### config.mk
export PLATFORM = sky130hd
export DESIGN_NAME = cgra_ctx_sequencer_flat
export DESIGN_NICKNAME = d
export VERILOG_FILES = /design/src/rtl/cgra_ctx_sequencer_if.sv /design/src/rtl/cgra_ctx_sequencer.sv /design/src/flat_wrapper.sv
export SDC_FILE = /design/constraint.sdc
export NUM_CORES = 1
export LEC_CHECK = 0
export CAP_MARGIN = 0
export CORE_MARGIN = 1
export CORE_UTILIZATION = 42
export CTS_CLUSTER_DIAMETER = 150
export DETAILED_ROUTE_END_ITERATION = 8
export DONT_BUFFER_PORTS = 1
export GPL_ROUTABILITY_DRIVEN = 1
export HOLD_SLACK_MARGIN = 0.15
export PLACE_DENSITY_LB_ADDON = 0.2
export SETUP_SLACK_MARGIN = 0.02
export SLEW_MARGIN = 0
export SYNTH_ARGS = -nofsm -noshare
export SYNTH_HDL_FRONTEND = slang
export SYNTH_SLANG_ARGS = --single-unit
### constraint.sdc
create_clock -name clk -period 7.4 [get_ports clk]
set_input_delay 1.11 -clock clk [delete_from_list [all_inputs] [get_ports clk]]
set_output_delay 1.11 -clock clk [all_outputs]
set_load 0.01 [all_outputs]
### src/rtl/cgra_ctx_sequencer_if.sv
// Frame stream between the context sequencer and a cgra_pe.
// The sequencer is master: it drives the frame and valid, and the PE returns ready.
interface cgra_ctx_sequencer_if #(
  parameter int FRAME_WIDTH = 64
);
  logic [FRAME_WIDTH-1:0] config_frame;
  logic                   config_valid;
  logic                   pe_ready;

  modport master (output config_frame, output config_valid, input pe_ready);
  modport slave  (input config_frame, input config_valid, output pe_ready);
endinterface

### src/rtl/cgra_ctx_sequencer.sv
// Context-frame sequencer: replays a programmed list of PE config frames for N loops.
// Optional stall counter output is enabled by defining CGRA_CTX_PERF_EN.
module cgra_ctx_sequencer #(
  parameter int FRAME_WIDTH = 64,
  parameter int CTX_DEPTH   = 16,
  parameter int ADDR_W      = $clog2(CTX_DEPTH),
  parameter int LOOP_WIDTH  = 16
) (
  input  logic                   clk,
  input  logic                   rst,
  input  logic                   wr_en,
  input  logic [ADDR_W-1:0]      wr_addr,
  input  logic [FRAME_WIDTH-1:0] wr_data,
  output logic                   wr_err,
  input  logic                   start,
  input  logic                   stop,
  input  logic [ADDR_W:0]        ctx_len,
  input  logic [LOOP_WIDTH-1:0]  loop_count,
  cgra_ctx_sequencer_if.master   pe,
  output logic                   busy,
  output logic                   done,
  output logic                   start_err,
  output logic [ADDR_W-1:0]      ctx_ptr,
  output logic [LOOP_WIDTH-1:0]  loop_iter
`ifdef CGRA_CTX_PERF_EN
  ,
  output logic [31:0]            stall_cycles
`endif
);

  typedef enum logic {S_IDLE, S_RUN} state_t;

  localparam logic [ADDR_W:0] DEPTH_L = CTX_DEPTH[ADDR_W:0];

  state_t                 state_q, state_d;
  logic [FRAME_WIDTH-1:0] mem [CTX_DEPTH];
  logic [ADDR_W:0]        len_q;
  logic [LOOP_WIDTH-1:0]  loops_q;

  logic                   accept;
  logic                   len_ok;
  logic                   last_frame;
  logic                   finish;
  logic                   launch;
  logic [ADDR_W-1:0]      next_ptr;
  logic [LOOP_WIDTH-1:0]  iter_inc;
  logic [FRAME_WIDTH-1:0] first_frame;

  assign accept      = pe.config_valid && pe.pe_ready;
  assign len_ok      = (ctx_len != '0) && (ctx_len <= DEPTH_L);
  assign launch      = (state_q == S_IDLE) && start && len_ok;
  assign last_frame  = ({1'b0, ctx_ptr} == (len_q - 1'b1));
  assign iter_inc    = loop_iter + 1'b1;
  assign next_ptr    = ctx_ptr + 1'b1;
  assign finish      = (state_q == S_RUN) && accept && last_frame &&
                       (loops_q != '0) && (iter_inc == loops_q);
  // Same-cycle host write to entry 0 must show up in the very first frame.
  assign first_frame = (wr_en && (wr_addr == '0)) ? wr_data : mem[0];

  // NOTE: context storage has no reset; only the control path needs a known state.
  always_ff @(posedge clk) begin
    if (!rst && wr_en && (state_q == S_IDLE)) begin
      mem[wr_addr] <= wr_data;
    end
  end

  // NOTE: sequential state uses non-blocking assignments so all registers update together.
  always_ff @(posedge clk) begin
    if (rst) state_q <= S_IDLE;
    else     state_q <= state_d;
  end

  // NOTE: default assignment first keeps this combinational process latch-free.
  always_comb begin
    state_d = state_q;
    unique case (state_q)
      S_IDLE: if (start && len_ok) state_d = S_RUN;
      S_RUN:  if (finish || stop)  state_d = S_IDLE;
      default: state_d = S_IDLE;
    endcase
  end

  always_comb begin
    busy = (state_q == S_RUN);
  end

  always_ff @(posedge clk) begin
    if (rst) begin
      pe.config_frame <= '0;
      pe.config_valid <= 1'b0;
      done            <= 1'b0;
      wr_err          <= 1'b0;
      start_err       <= 1'b0;
      ctx_ptr         <= '0;
      loop_iter       <= '0;
      len_q           <= '0;
      loops_q         <= '0;
    end else begin
      done      <= 1'b0;
      wr_err    <= 1'b0;
      start_err <= 1'b0;
      unique case (state_q)
        S_IDLE: begin
          if (start) begin
            if (len_ok) begin
              len_q           <= ctx_len;
              loops_q         <= loop_count;
              ctx_ptr         <= '0;
              loop_iter       <= '0;
              pe.config_frame <= first_frame;
              pe.config_valid <= 1'b1;
            end else begin
              start_err <= 1'b1;
            end
          end
        end
        S_RUN: begin
          if (wr_en) wr_err <= 1'b1;
          if (accept) begin
            if (!last_frame) begin
              ctx_ptr         <= next_ptr;
              pe.config_frame <= mem[next_ptr];
            end else begin
              loop_iter <= iter_inc;
              if (finish) begin
                pe.config_valid <= 1'b0;
                done            <= 1'b1;
              end else begin
                ctx_ptr         <= '0;
                pe.config_frame <= mem[0];
              end
            end
          end
          // Completion takes priority over an abort arriving in the same cycle.
          if (stop && !finish) pe.config_valid <= 1'b0;
        end
        default: ;
      endcase
    end
  end

`ifdef CGRA_CTX_PERF_EN
  always_ff @(posedge clk) begin
    if (rst) begin
      stall_cycles <= '0;
    end else if (launch) begin
      stall_cycles <= '0;
    end else if ((state_q == S_RUN) && pe.config_valid && !pe.pe_ready &&
                 (stall_cycles != 32'hFFFF_FFFF)) begin
      stall_cycles <= stall_cycles + 1'b1;
    end
  end
`endif

endmodule

### src/flat_wrapper.sv
// flat-port wrapper written by rule: the top's interface ports become plain ports
module cgra_ctx_sequencer_flat 
#(
  parameter int FRAME_WIDTH = 64,
  parameter int CTX_DEPTH   = 16,
  parameter int ADDR_W      = $clog2(CTX_DEPTH),
  parameter int LOOP_WIDTH  = 16
)
  (clk, rst, wr_en, wr_addr, wr_data, wr_err, start, stop, ctx_len, loop_count, busy, done, start_err, ctx_ptr, loop_iter, pe_config_frame, pe_config_valid, pe_pe_ready);
  cgra_ctx_sequencer_if #(.FRAME_WIDTH(FRAME_WIDTH)) pe_i ();
  input  logic clk;
  input  logic rst;
  input  logic wr_en;
  input  logic [ADDR_W-1:0] wr_addr;
  input  logic [FRAME_WIDTH-1:0] wr_data;
  output logic wr_err;
  input  logic start;
  input  logic stop;
  input  logic [ADDR_W:0] ctx_len;
  input  logic [LOOP_WIDTH-1:0] loop_count;
  output logic busy;
  output logic done;
  output logic start_err;
  output logic [ADDR_W-1:0] ctx_ptr;
  output logic [LOOP_WIDTH-1:0] loop_iter;
  output wire logic [$bits(pe_i.config_frame)-1:0] pe_config_frame;
  output wire logic [$bits(pe_i.config_valid)-1:0] pe_config_valid;
  input wire logic [$bits(pe_i.pe_ready)-1:0] pe_pe_ready;
  assign pe_config_frame = pe_i.config_frame;
  assign pe_config_valid = pe_i.config_valid;
  assign pe_i.pe_ready = pe_pe_ready;
  cgra_ctx_sequencer #(.FRAME_WIDTH(FRAME_WIDTH), .CTX_DEPTH(CTX_DEPTH), .ADDR_W(ADDR_W), .LOOP_WIDTH(LOOP_WIDTH)) u_core (.clk(clk), .rst(rst), .wr_en(wr_en), .wr_addr(wr_addr), .wr_data(wr_data), .wr_err(wr_err), .start(start), .stop(stop), .ctx_len(ctx_len), .loop_count(loop_count), .pe(pe_i), .busy(busy), .done(done), .start_err(start_err), .ctx_ptr(ctx_ptr), .loop_iter(loop_iter));
endmodule
After elaboration in Yosys (flattened, before gate mapping)
Memory sizes are Yosys's and may differ from the RTL's.
Index checks and enable logic that the tools add are counted.

operators by class
  bitwise operators = 4
  eq/ne operators = 10
  magnitude comparators = 1
  reduce and logical (&&, ||, !) cells = 24
  multiplexer cells = 33
  $add $sub $neg = 3

operators with widths
  cell                                                    count
  2-to-1 mux 64 bit                                       6
  one-hot mux 64 bit (2 select lines)                     1
  2-to-1 mux 16 bit                                       4
  one-hot mux 16 bit (2 select lines)                     1
  2-to-1 mux 4 bit                                        5
  adder 16 x 1 -> 16 bit (second input constant)          1
  == test 16 bit                                          1
  nonzero test 16 bit                                     1
  2-to-1 mux 1 bit                                        13
  inequality test 3 bit (second input constant)           4
  logical AND 1 bit                                       11
  one-hot mux 4 bit (2 select lines)                      1
  AND reduction 4 bit                                     2
  inequality test 2 bit (second input constant)           3
  == test 4 x 5 -> 1 bit                                  1
  less-or-equal comparator 5 bit (second input constant)  1
  AND reduction 5 bit                                     1
  nonzero test 5 bit                                      1
  subtractor 5 x 1 -> 5 bit (second input constant)       1
  adder 4 x 1 -> 4 bit (second input constant)            1
  logical NOT 4 bit                                       1
  NOT 1 bit                                               4
  one-hot mux 1 bit (2 select lines)                      2
  OR reduction 4 bit                                      1
  other kinds (6)                                         7

word-level totals
  memories = 1
  flip-flop bits (word level) = 110
  word-level logic and storage cells = 86
  RAM bits = 1024

memory list
  memory      words  width  rd ports  clocked after Yosys merged registers in  write ports  line                      source
  u_core.mem  16     64     2         0                                        1            cgra_ctx_sequencer.sv:36  logic [FRAME_WIDTH-1:0] mem [CTX_DEPTH];

Longest topological paths before layout
  depth after elaboration = 10
  mapped depth = 12
  depth with buffers taken out = 9

Worst setup path after synthesis
No wires, ideal clock.

  kind = input port to flip-flop
  start point = input rst
  end point = memory u_core.mem[0][0] (enable)
  setup slack = 0.744 ns
  setup time = 0.565 ns
  data arrival time = 6.092 ns
  required time = 6.835 ns
  path buffers = 0
  stages on the path = 3
  cell sequence = nand2b_1 or4_1 nor3_1

between the ends
  word-level cells in the longest chain between the ends = 5

RTL lines
  item                                    line                      source
  from (decl)                             flat_wrapper.sv:12        input logic rst;
  logical NOT 1 bit                       cgra_ctx_sequencer.sv:62  if (!rst && wr_en && (state_q == S_IDLE)) begin
  logical AND 1 bit (2 in series)         cgra_ctx_sequencer.sv:62
  2-to-1 mux 1 bit                        cgra_ctx_sequencer.sv:62
  2-to-1 mux 1 bit (not written as such)  cgra_ctx_sequencer.sv:63  mem[wr_addr] <= wr_data;
  to (decl)                               cgra_ctx_sequencer.sv:36

No other way between the ends.

Worst setup path in the final report
  start point = register u_core.ctx_ptr[0]
  end point = register u_core.pe.config_frame[38]

between the ends
  word-level cells in the longest chain between the ends = 6
  elaborated cells between the ends (all ways) = 11

RTL lines
  item                                                          line                         source
  from (decl)                                                   cgra_ctx_sequencer.sv:23     output logic [ADDR_W-1:0] ctx_ptr,
  from (signal assigned)                                        cgra_ctx_sequencer.sv:121    ctx_ptr <= next_ptr;
  branches (longest 6 deep; another with memory (16 x 64 bit))  n/a
  to (signal assigned)                                          cgra_ctx_sequencer.sv:110    pe.config_frame <= first_frame;
  to (signal assigned)                                          cgra_ctx_sequencer.sv:122    pe.config_frame <= mem[next_ptr];
  to (signal assigned)                                          cgra_ctx_sequencer.sv:130    pe.config_frame <= mem[0];
  to (decl)                                                     cgra_ctx_sequencer_if.sv:10  modport master (output config_frame, output config_valid, input pe_ready);

Several ways; the timed one is not identified. The select of a mux whose other input is x is not followed.
A chain may end at the register's enable or synchronous reset.

==> out/qor.txt <==
status - complete, no violations
# DRC - 0
grt ovf - 0
CP endpoint kind - register
crit start category - register
die area - 110,200 µm²
number of synthesized flops with an enable pin - 1,024
setup_tns - 0 ps
placed cell count - 3,715
Crit Path Max Fanout - 53
Clock power frac - 0.448
via/cell ratio - 5.935
Flop pwr share - 0.530
Ports - 184
sequential area share after synthesis - 0.7207
post-CTS setup buffers - 0
Synth async-reset ratio - 0
WS Path Type - register to register
detailed-route via count - 23,347
CTS clk-pin slew, worst paths - 70 ps
initial antenna violation count - 3
crit path from - u_core.ctx_ptr[0]
post-DR wirelength/cell - 29.89 µm
maximum vdd drop - 203.4 µV
Detail Route Antenna Nets - 0
Synth Cell Area - 45,720 µm²
P_sw - 0.002687 W
Worst R2R Start - u_core.ctx_ptr[0]
Worst Hold Launch - u_core.len_q[4]
drt first-iter violations - 2,384
combinational power share - 0.022
Worst-Margin Slew - 1214 ps
# resized after CTS - 0
Worst Skew - 28.17 ps
# fillers - 8,789
vias in the first global route - 23,893
worst hold path type - register to register
final cell count without fillers - 3,934
# port buffers - 0
pin count of the biggest net entering global routing - 167
most common cell after layout, fill and taps aside - edfxtp_1
Synth-to-Final Area Change - 12.27%
H-Tree Depth - 3
RSZ-0062 raised after global routing - false
first-pass GRT wire length - 170,000 µm
Final period util - 0.5732
Syn Inst Count - 2,411
Worst Path Required - 7970 ps
Final Hold Fails - 0
die width - 331.9 µm
CTS Buf Count - 114
min Tclk post-route - 4241 ps
cell internal pwr - 0.01072 W
Max Root-Sink Buffers - 3
power per cell area - 261.3 nW/µm²
core area - 107,500 µm²
slew margin rel. - 0.1842
predominant post-synthesis flop cell - edfxtp_1
Netlist cell types - 58
Root Driver - clkbuf_16
fmax - 235.8 MHz
commonest cells after routing, fill and taps aside - edfxtp_1 (1,024), mux4_2 (320), nand2_1 (250)
final WL - 117,600 µm
final setup fails - 0
count of pins over their slew limit - 0
Critical Path AT - 4810 ps
Routability Congestion - 0.8069
Initial Util - 0.4253
DIE HEIGHT - 331.9 µm
DPL Wire Length - 57,860 µm
nets - 2,526
CTS tree - built
hold_buf cts - 0
switching share of power - 0.2003
Leak - 16.29 nW
share of layout cells above drive strength 1 - 0.2296
clk sinks - 1,134
Synthesized Nets - 2,509
GRT Total Usage - 0.2139
Yosys warning count - 0
Mapped Avg Cell Area - 18.96 µm²
max-cap violations - 0
row cnt - 120
drt pass-1 iters - 7
Clock Latency Late Sink - 710 ps
#FFs+latches synth - 1,134
cell usage after synthesis (2+ instances only):
master | n | share of area
or3_1 | 5 | 0.00068
inv_1 | 6 | 0.00049
o21a_1 | 3 | 0.00049
nor3_1 | 12 | 0.0013
o211ai_1 | 2 | 0.00033
nand4b_1 | 2 | 0.00038
a211oi_1 | 2 | 0.00033
xnor2_1 | 20 | 0.0038
mux2_2 | 6 | 0.0015
or4_1 | 3 | 0.00049
buf_2 | 37 | 0.0041
clkbuf_1 | 82 | 0.0067
nand4_1 | 9 | 0.0012
nor4b_1 | 3 | 0.00057
xor2_1 | 8 | 0.0015
nand3b_1 | 3 | 0.00049
buf_12 | 6 | 0.0026
nand2b_1 | 68 | 0.0093
dfxtp_1 | 110 | 0.048
a31oi_1 | 3 | 0.00041
mux2i_1 | 125 | 0.027
nor2_1 | 41 | 0.0034
o21ai_0 | 23 | 0.0025
mux4_2 | 320 | 0.16
a21oi_1 | 92 | 0.010
ha_1 | 3 | 0.00082
buf_1 | 18 | 0.0015
nand2_1 | 251 | 0.021
edfxtp_1 | 1024 | 0.67
a311o_1 | 6 | 0.0013
and4_1 | 4 | 0.00077
and3_1 | 6 | 0.00082
nor4_1 | 7 | 0.00096
o31ai_1 | 3 | 0.00049
nand3_1 | 71 | 0.0078
buf_4 | 4 | 0.00066
o41ai_1 | 2 | 0.00038
area by class of cell:
class / instances / area (µm²) / area share
antenna: 1 / 2.502 / 0.00004875
clock buffer: 143 / 3064 / 0.05970
clock inverter: 75 / 869.6 / 0.01694
inverter: 7 / 27.53 / 0.0005363
multi-input combinational: 1122 / 12180 / 0.2373
sequential: 1134 / 32960 / 0.6421
tap: 1403 / 1755 / 0.03420
timing repair buffer: 49 / 467.9 / 0.009117
worst max-delay path: stages, from the launching register on:
cell     delay, ps
dfxtp_4        890
buf_4          780
buf_4          900
mux4_2         600
mux4_2         470
nand2_1         80
nand3_1         90
nand2_1        110
mux2i_1         70
metrics by stage:
stage               area, µm²  power, W  setup WS [ps]  hold slack [ps]  utilization
global placement        47390  0.007532           3033            460.5       0.4408
finish                  51330   0.01341           3159            477.2       0.4775
floorplan               45720  0.007448          743.7            448.8            -
global route            51330   0.01379           2711            441.7       0.4774
detailed placement      47390  0.007537           3011            466.4       0.4408
CTS                     51330   0.01352           3011            440.2       0.4774
kinds of logic (layout without fill, tap and decap cells):
kind of cell,count (synthesis),after routing,synth area share
buffers and inverters,155,274,0.01637
XOR/XNOR,30,30,0.006213
flip-flops,1134,1134,0.7207
AND/OR/NAND/NOR,492,492,0.05088
other,0,1,0
multiplexers,451,451,0.1865
adder cells (fa/ha/maj),4,4,0.001040
AO/OA/AOI/OAI,145,145,0.01828
registers in the layout, summed over array words and instances (netlist names):
name                    count
u_core.mem               1024
u_core.len_q                5
u_core.start_err            1
u_core.done                 1
u_core.loops_q             16
u_core.pe.config_frame     64
u_core.busy                 1
u_core.loop_iter           16
u_core.pe.config_valid      1
u_core.ctx_ptr              4
u_core.wr_err               1
routing by layer:
metal	global-route usage	vias to the layer above	share of wire
met5	0	-	0
met4	0.05152	0	0.018
met3	0.04583	146	0.074
met2	0.3542	869	0.49
met1	0.2894	12563	0.42
li1	-	9769	-
power by group through the flow:
stage	Clock [W]	Combinational [W]	Sequential, W
2_1_floorplan	0	0.000226	0.00722
3_3_place_gp	0	0.000287	0.00724
3_5_place_dp	0	0.000290	0.00725
4_1_cts	0.00612	0.000292	0.00711
5_1_grt	0.00636	0.000310	0.00711
6_report	0.00601	0.000289	0.00711
path summary, 6_finish.rpt:
path / endpoint / slack, ps / cells past startpoint
setup reg to reg: u_core.pe.config_frame[38] / 3160 / 8
hold / removal: u_core.len_q[4] / 480 / 2
setup / recovery: u_core.pe.config_frame[38] / 3160 / 8
hold reg to reg: u_core.len_q[4] / 480 / 2
No activity file was read; power rests on OpenSTA's default activity.
